File: config.mk
export PLATFORM = sky130hd
export DESIGN_NAME = change_dispenser
export DESIGN_NICKNAME = d
export VERILOG_FILES = /design/src/rtl/change_dispenser.sv
export SDC_FILE = /design/constraint.sdc
export NUM_CORES = 1
export LEC_CHECK = 0
export ABC_CLOCK_PERIOD_IN_PS = 2900
export CORE_MARGIN = 1
export CORE_UTILIZATION = 49
export CTS_CLUSTER_DIAMETER = 50
export CTS_CLUSTER_SIZE = 12
export DETAILED_ROUTE_END_ITERATION = 7
export PLACE_DENSITY = 0.8
export SETUP_SLACK_MARGIN = 0.1
export SLEW_MARGIN = 20
export SYNTH_ARGS = -nofsm -noshare
export SYNTH_HDL_FRONTEND = slang
export SYNTH_SLANG_ARGS = --single-unit
export TNS_END_PERCENT = 50
File: constraint.sdc
create_clock -name clk -period 2.9 [get_ports clk]
set_clock_uncertainty 0.2 [all_clocks]
set_input_delay 0.58 -clock clk [delete_from_list [all_inputs] [get_ports clk]]
set_output_delay 0.58 -clock clk [all_outputs]
set_load 0.01 [all_outputs]
File: src/rtl/change_dispenser.sv
`default_nettype none
// ============================================================================
// Module   : change_dispenser
// Purpose  : Pays out a change amount coin by coin, largest denomination first
// Revision : 1.0 - initial release
// ============================================================================
module change_dispenser #(
    parameter int AMT_W = 8,
    parameter int CNT_W = 8
) (
    input  logic             clk,
    input  logic             reset,
    input  logic             req_valid,
    input  logic [AMT_W-1:0] req_amount,
    output logic             req_ready,
    input  logic             load_en,
    input  logic [1:0]       load_sel,
    input  logic [CNT_W-1:0] load_count,
    output logic             eject_valid,
    output logic [2:0]       eject_code,
    input  logic             eject_done,
    output logic             done,
    output logic             short,
    output logic [AMT_W-1:0] remain,
    output logic             busy,
    output logic [CNT_W-1:0] stock5,
    output logic [CNT_W-1:0] stock10,
    output logic [CNT_W-1:0] stock20
);

    localparam logic [1:0] S_IDLE   = 2'd0;
    localparam logic [1:0] S_SELECT = 2'd1;
    localparam logic [1:0] S_EJECT  = 2'd2;
    localparam logic [1:0] S_FINISH = 2'd3;

    localparam logic [2:0] CODE_NONE = 3'b000;
    localparam logic [2:0] CODE_5    = 3'b001;
    localparam logic [2:0] CODE_10   = 3'b010;
    localparam logic [2:0] CODE_20   = 3'b011;

    localparam logic [AMT_W-1:0] DEN5    = AMT_W'(5);
    localparam logic [AMT_W-1:0] DEN10   = AMT_W'(10);
    localparam logic [AMT_W-1:0] DEN20   = AMT_W'(20);
    localparam logic [CNT_W-1:0] CNT_ONE = CNT_W'(1);

    logic [1:0]       state_q,   state_d;
    logic [AMT_W-1:0] remain_q,  remain_d;
    logic             short_q,   short_d;
    logic [2:0]       code_q,    code_d;
    logic [CNT_W-1:0] stock5_q,  stock5_d;
    logic [CNT_W-1:0] stock10_q, stock10_d;
    logic [CNT_W-1:0] stock20_q, stock20_d;
    logic [AMT_W-1:0] denom;

    always_ff @(posedge clk) begin
        if (reset) begin
            state_q   <= S_IDLE;
            remain_q  <= '0;
            short_q   <= 1'b0;
            code_q    <= CODE_NONE;
            stock5_q  <= '0;
            stock10_q <= '0;
            stock20_q <= '0;
        end else begin
            state_q   <= state_d;
            remain_q  <= remain_d;
            short_q   <= short_d;
            code_q    <= code_d;
            stock5_q  <= stock5_d;
            stock10_q <= stock10_d;
            stock20_q <= stock20_d;
        end
    end

    always_comb begin
        case (code_q)
            CODE_20: denom = DEN20;
            CODE_10: denom = DEN10;
            default: denom = DEN5;
        endcase
    end

    always_comb begin
        state_d   = state_q;
        remain_d  = remain_q;
        short_d   = short_q;
        code_d    = code_q;
        stock5_d  = stock5_q;
        stock10_d = stock10_q;
        stock20_d = stock20_q;
        case (state_q)
            S_IDLE: begin
                if (load_en) begin
                    case (load_sel)
                        2'd0:    stock5_d  = load_count;
                        2'd1:    stock10_d = load_count;
                        2'd2:    stock20_d = load_count;
                        default: ;
                    endcase
                end
                if (req_valid) begin
                    remain_d = req_amount;
                    short_d  = 1'b0;
                    state_d  = S_SELECT;
                end
            end
            // Both checks guard the subsequent subtractions against wrap.
            S_SELECT: begin
                if (remain_q == '0) begin
                    short_d = 1'b0;
                    state_d = S_FINISH;
                end else if ((stock20_q != '0) && (remain_q >= DEN20)) begin
                    code_d  = CODE_20;
                    state_d = S_EJECT;
                end else if ((stock10_q != '0) && (remain_q >= DEN10)) begin
                    code_d  = CODE_10;
                    state_d = S_EJECT;
                end else if ((stock5_q != '0) && (remain_q >= DEN5)) begin
                    code_d  = CODE_5;
                    state_d = S_EJECT;
                end else begin
                    short_d = 1'b1;
                    state_d = S_FINISH;
                end
            end
            S_EJECT: begin
                if (eject_done) begin
                    remain_d = remain_q - denom;
                    case (code_q)
                        CODE_20: stock20_d = stock20_q - CNT_ONE;
                        CODE_10: stock10_d = stock10_q - CNT_ONE;
                        default: stock5_d  = stock5_q - CNT_ONE;
                    endcase
                    state_d = S_SELECT;
                end
            end
            S_FINISH: state_d = S_IDLE;
            default:  state_d = S_IDLE;
        endcase
    end

    always_comb begin
        req_ready   = (state_q == S_IDLE);
        busy        = (state_q != S_IDLE);
        eject_valid = (state_q == S_EJECT);
        eject_code  = (state_q == S_EJECT) ? code_q : CODE_NONE;
        done        = (state_q == S_FINISH);
        short       = short_q;
        remain      = remain_q;
        stock5      = stock5_q;
        stock10     = stock10_q;
        stock20     = stock20_q;
    end

endmodule
`default_nettype wire
==> impl_metrics.yaml <==
timing:
  fmax_mhz: 378
  rsz0062_at_grt: "false"
  min_period_over_period: 0.911
  relSlewSlack: 0.626
  hold_viol_final: 0
  finalSetupViolCount: 0
  worst_slack_ps: 257
  slew_violations: 0
  worst_pin_slew_ps: 556
  setup_tns_ps: 0
  layout_min_cycle_time_ps: 2640
synthesis:
  synth-async-reset-ratio: 0
  synth.distinct_cells: 52
  syn_inst: 328
  synth-seq-cells: 37
  synth-seq-area-share: 0.305
  avgSynthCellArea_um2: 7.42
  synth_edf_count: 0
  yosys_warnings: 0
  synth-main-ff-cell: "dfxtp_1"
  syn-cell-area_um2: 2430
  syn-num-nets: 363
cts:
  cts-resized-gates: 0
  post_cts_buffers: 0
  cts_buffer_depth: 2
  clk_pin_slew_worst_paths_ps: 70
  holdBufCountCts: 0
  cts.htree.levels: 2
  clk_latency_ps: 290
  tritoncts: "done"
  numCtsBuffers: 5
  cts.sinks: 37
  cts_root_buf: "clkbuf_8"
power:
  ir_drop_mv: 0.261
  netSwitchingPower_mw: 0.573
  leakagePower_nw: 1.19
  internal-power_mw: 1.10
  combPwrFrac: 0.354
  pwr-share-seq: 0.367
  pwr-share-clk: 0.279
  powerDensity_nw_per_um2: 516
  swShare: 0.342
critical_path:
  end_kind: "primary output"
  crit_start: "state_q[0]"
  reg2reg_from: "code_q[1]"
  path_buf_inv: 2
  cp.required_ps: 2120
  cp_slowest_cell: "clkdlybuf4s50_1"
  crit_path_start_kind: "flop"
  crit_fanout: 12
  max_stage_delay_ps: 640
  worstSetupPathType: "flop to primary output"
  critical_path_arrival_ps: 1860
  worstPathCellList: "buf_4 -> nor2_1 -> clkdlybuf4s50_1"
  crit_family: "buffers and inverters"
global_route:
  use_met1: 0.351
  gr-total-overflow: 0
  grtUsageMet2: 0.494
  grt_pass1_vias: 2595
  grt_use_total: 0.293
  antenna_found_initial: 0
  top_usage_layer: "met2"
  grt_max_degree: 39
  grt_pass1_wl_mm: 12.0
  grt_use_met3: 0.0681
floorplan:
  start_util: 0.512
  core_area_um2: 4750
  die-height_um: 72.5
  ios: 63
  die_area_um2: 5250
  dieWidth_um: 72.5
  row_count: 25
finish:
  final_cell_area_um2: 3250
  final_cell_mix: "clkdlybuf4s50_1, nand2_1, o21ai_0, dfxtp_1, nor2_1"
  drive_above_1_share: 0.0587
  final_nets: 426
  diodes: 0
  final_common_cell: "clkdlybuf4s50_1"
  area.growth.synth_to_final_pct: 33.7
route:
  wl_per_cell_um: 15.9
  ant_nets: 0
  drt_iter0_markers: 307
  dr.pass1.iters: 4
  viasPerCell: 5.96
  drt-total-wl_mm: 7.32
  drc: 0
  routed-via-count: 2734
worst_hold_path:
  min-delay-start: "short"
  hp-class: "flop to flop"
placement:
  dp_slack_ps: 275
  dpl_cell_area_um2: 3140
  port_buffers: 61
  globalplace.congestion: 0.898
  dp_hpwl_mm: 5.40
run:
  drv_cap: 0
outcome:
  outcome: "complete, no violations"
-- synthesized netlist by cell type (all sizes together), types with 2 or more instances --
cell type,n,share of area
ha,11,0.057
clkbuf,7,0.011
o32ai,3,0.011
or4,4,0.012
nand3b,3,0.0093
a21oi,24,0.051
nand2,38,0.059
and2,6,0.015
o21a,2,0.0062
nand4bb,2,0.0093
a31oi,3,0.0077
o31ai,4,0.012
nor4,7,0.024
o211ai,5,0.015
and3,2,0.0051
nand4b,2,0.0072
a211oi,4,0.012
o41ai,2,0.0072
nor2b,3,0.0077
a31o,2,0.0072
nand2b,6,0.015
buf,9,0.020
a21o,4,0.012
o21ai,37,0.076
nand3,5,0.010
nor3,12,0.025
a22oi,7,0.022
a32oi,4,0.014
a311oi,4,0.017
nand4,2,0.0051
inv,16,0.025
nor3b,2,0.0062
dfxtp,37,0.30
nor2,36,0.056
-- worst paths after layout --
path,to,cells past startpoint,slack (ps)
hold reg to reg,short,2,300
hold / removal,short,2,300
setup / recovery,req_ready,3,260
setup reg to reg,remain[6],9,390
-- worst register-to-register path, delay by kind of cell (launching register included) --
kind                       cells  cell delay (ps)
DFF                            1              390
and+or+nand+nor                3              560
adders and majority gates      2              620
AOI/OAI and AO/OA              2              460
buffers and inverters          2              180
-- sequential cells by signal, summed over array words and instances (netlist names) --
name     cells
stock5       8
remain       8
code_q       2
stock10      8
stock20      8
short        1
state_q      2
-- metal layers --
layer | up-vias | share of wire
met3 | 18 | 0.085
met1 | 1242 | 0.42
li1 | 1331 | -
met2 | 143 | 0.47
met4 | 0 | 0.028
met5 | - | 0
-- final cells by class --
cell class	instances	area, um2
clock buffers	7	86.3
clock inverters	1	30.0
fillers	429	1500
inverters	17	63.8
multi-input cells	258	1550
flip-flops and latches	37	741
well taps	67	83.8
repair buffers	72	693
-- power groups by stage --
stage | clock network, mW | registers (mW) | logic, mW
6_report | 0.468 | 0.615 | 0.594
5_1_grt | 0.491 | 0.623 | 0.656
4_1_cts | 0.469 | 0.614 | 0.590
3_5_place_dp | 0 | 0.625 | 0.586
3_3_place_gp | 0 | 0.624 | 0.573
2_1_floorplan | 0 | 0.624 | 0.351
-- metrics by stage --
step           hold WS [ps]  total power [mW]  std cells  utilization
2_1_floorplan           296             0.975        328            -
4_1_cts                 300              1.67        459        0.684
5_1_grt                 338              1.77        459        0.684
3_5_place_dp            289              1.21        451        0.659
6_report                297              1.68        459        0.684
3_3_place_gp            269              1.20        451        0.659
-- cells by family (layout without fill, tap and decap cells) --
| group | Yosys count | after routing | synth area share |
|---|---|---|---|
| multiplexers | 1 | 1 | 0.00412 |
| buffers and inverters | 33 | 97 | 0.0566 |
| AND/OR/NAND/NOR | 133 | 133 | 0.276 |
| other | 1 | 1 | 0.00154 |
| AO/OA/AOI/OAI | 110 | 110 | 0.289 |
| XOR/XNOR | 1 | 1 | 0.00360 |
| adder cells (fa/ha/maj) | 12 | 12 | 0.0648 |
| flip-flops | 37 | 37 | 0.305 |
No activity file was read; power rests on OpenSTA's default activity.
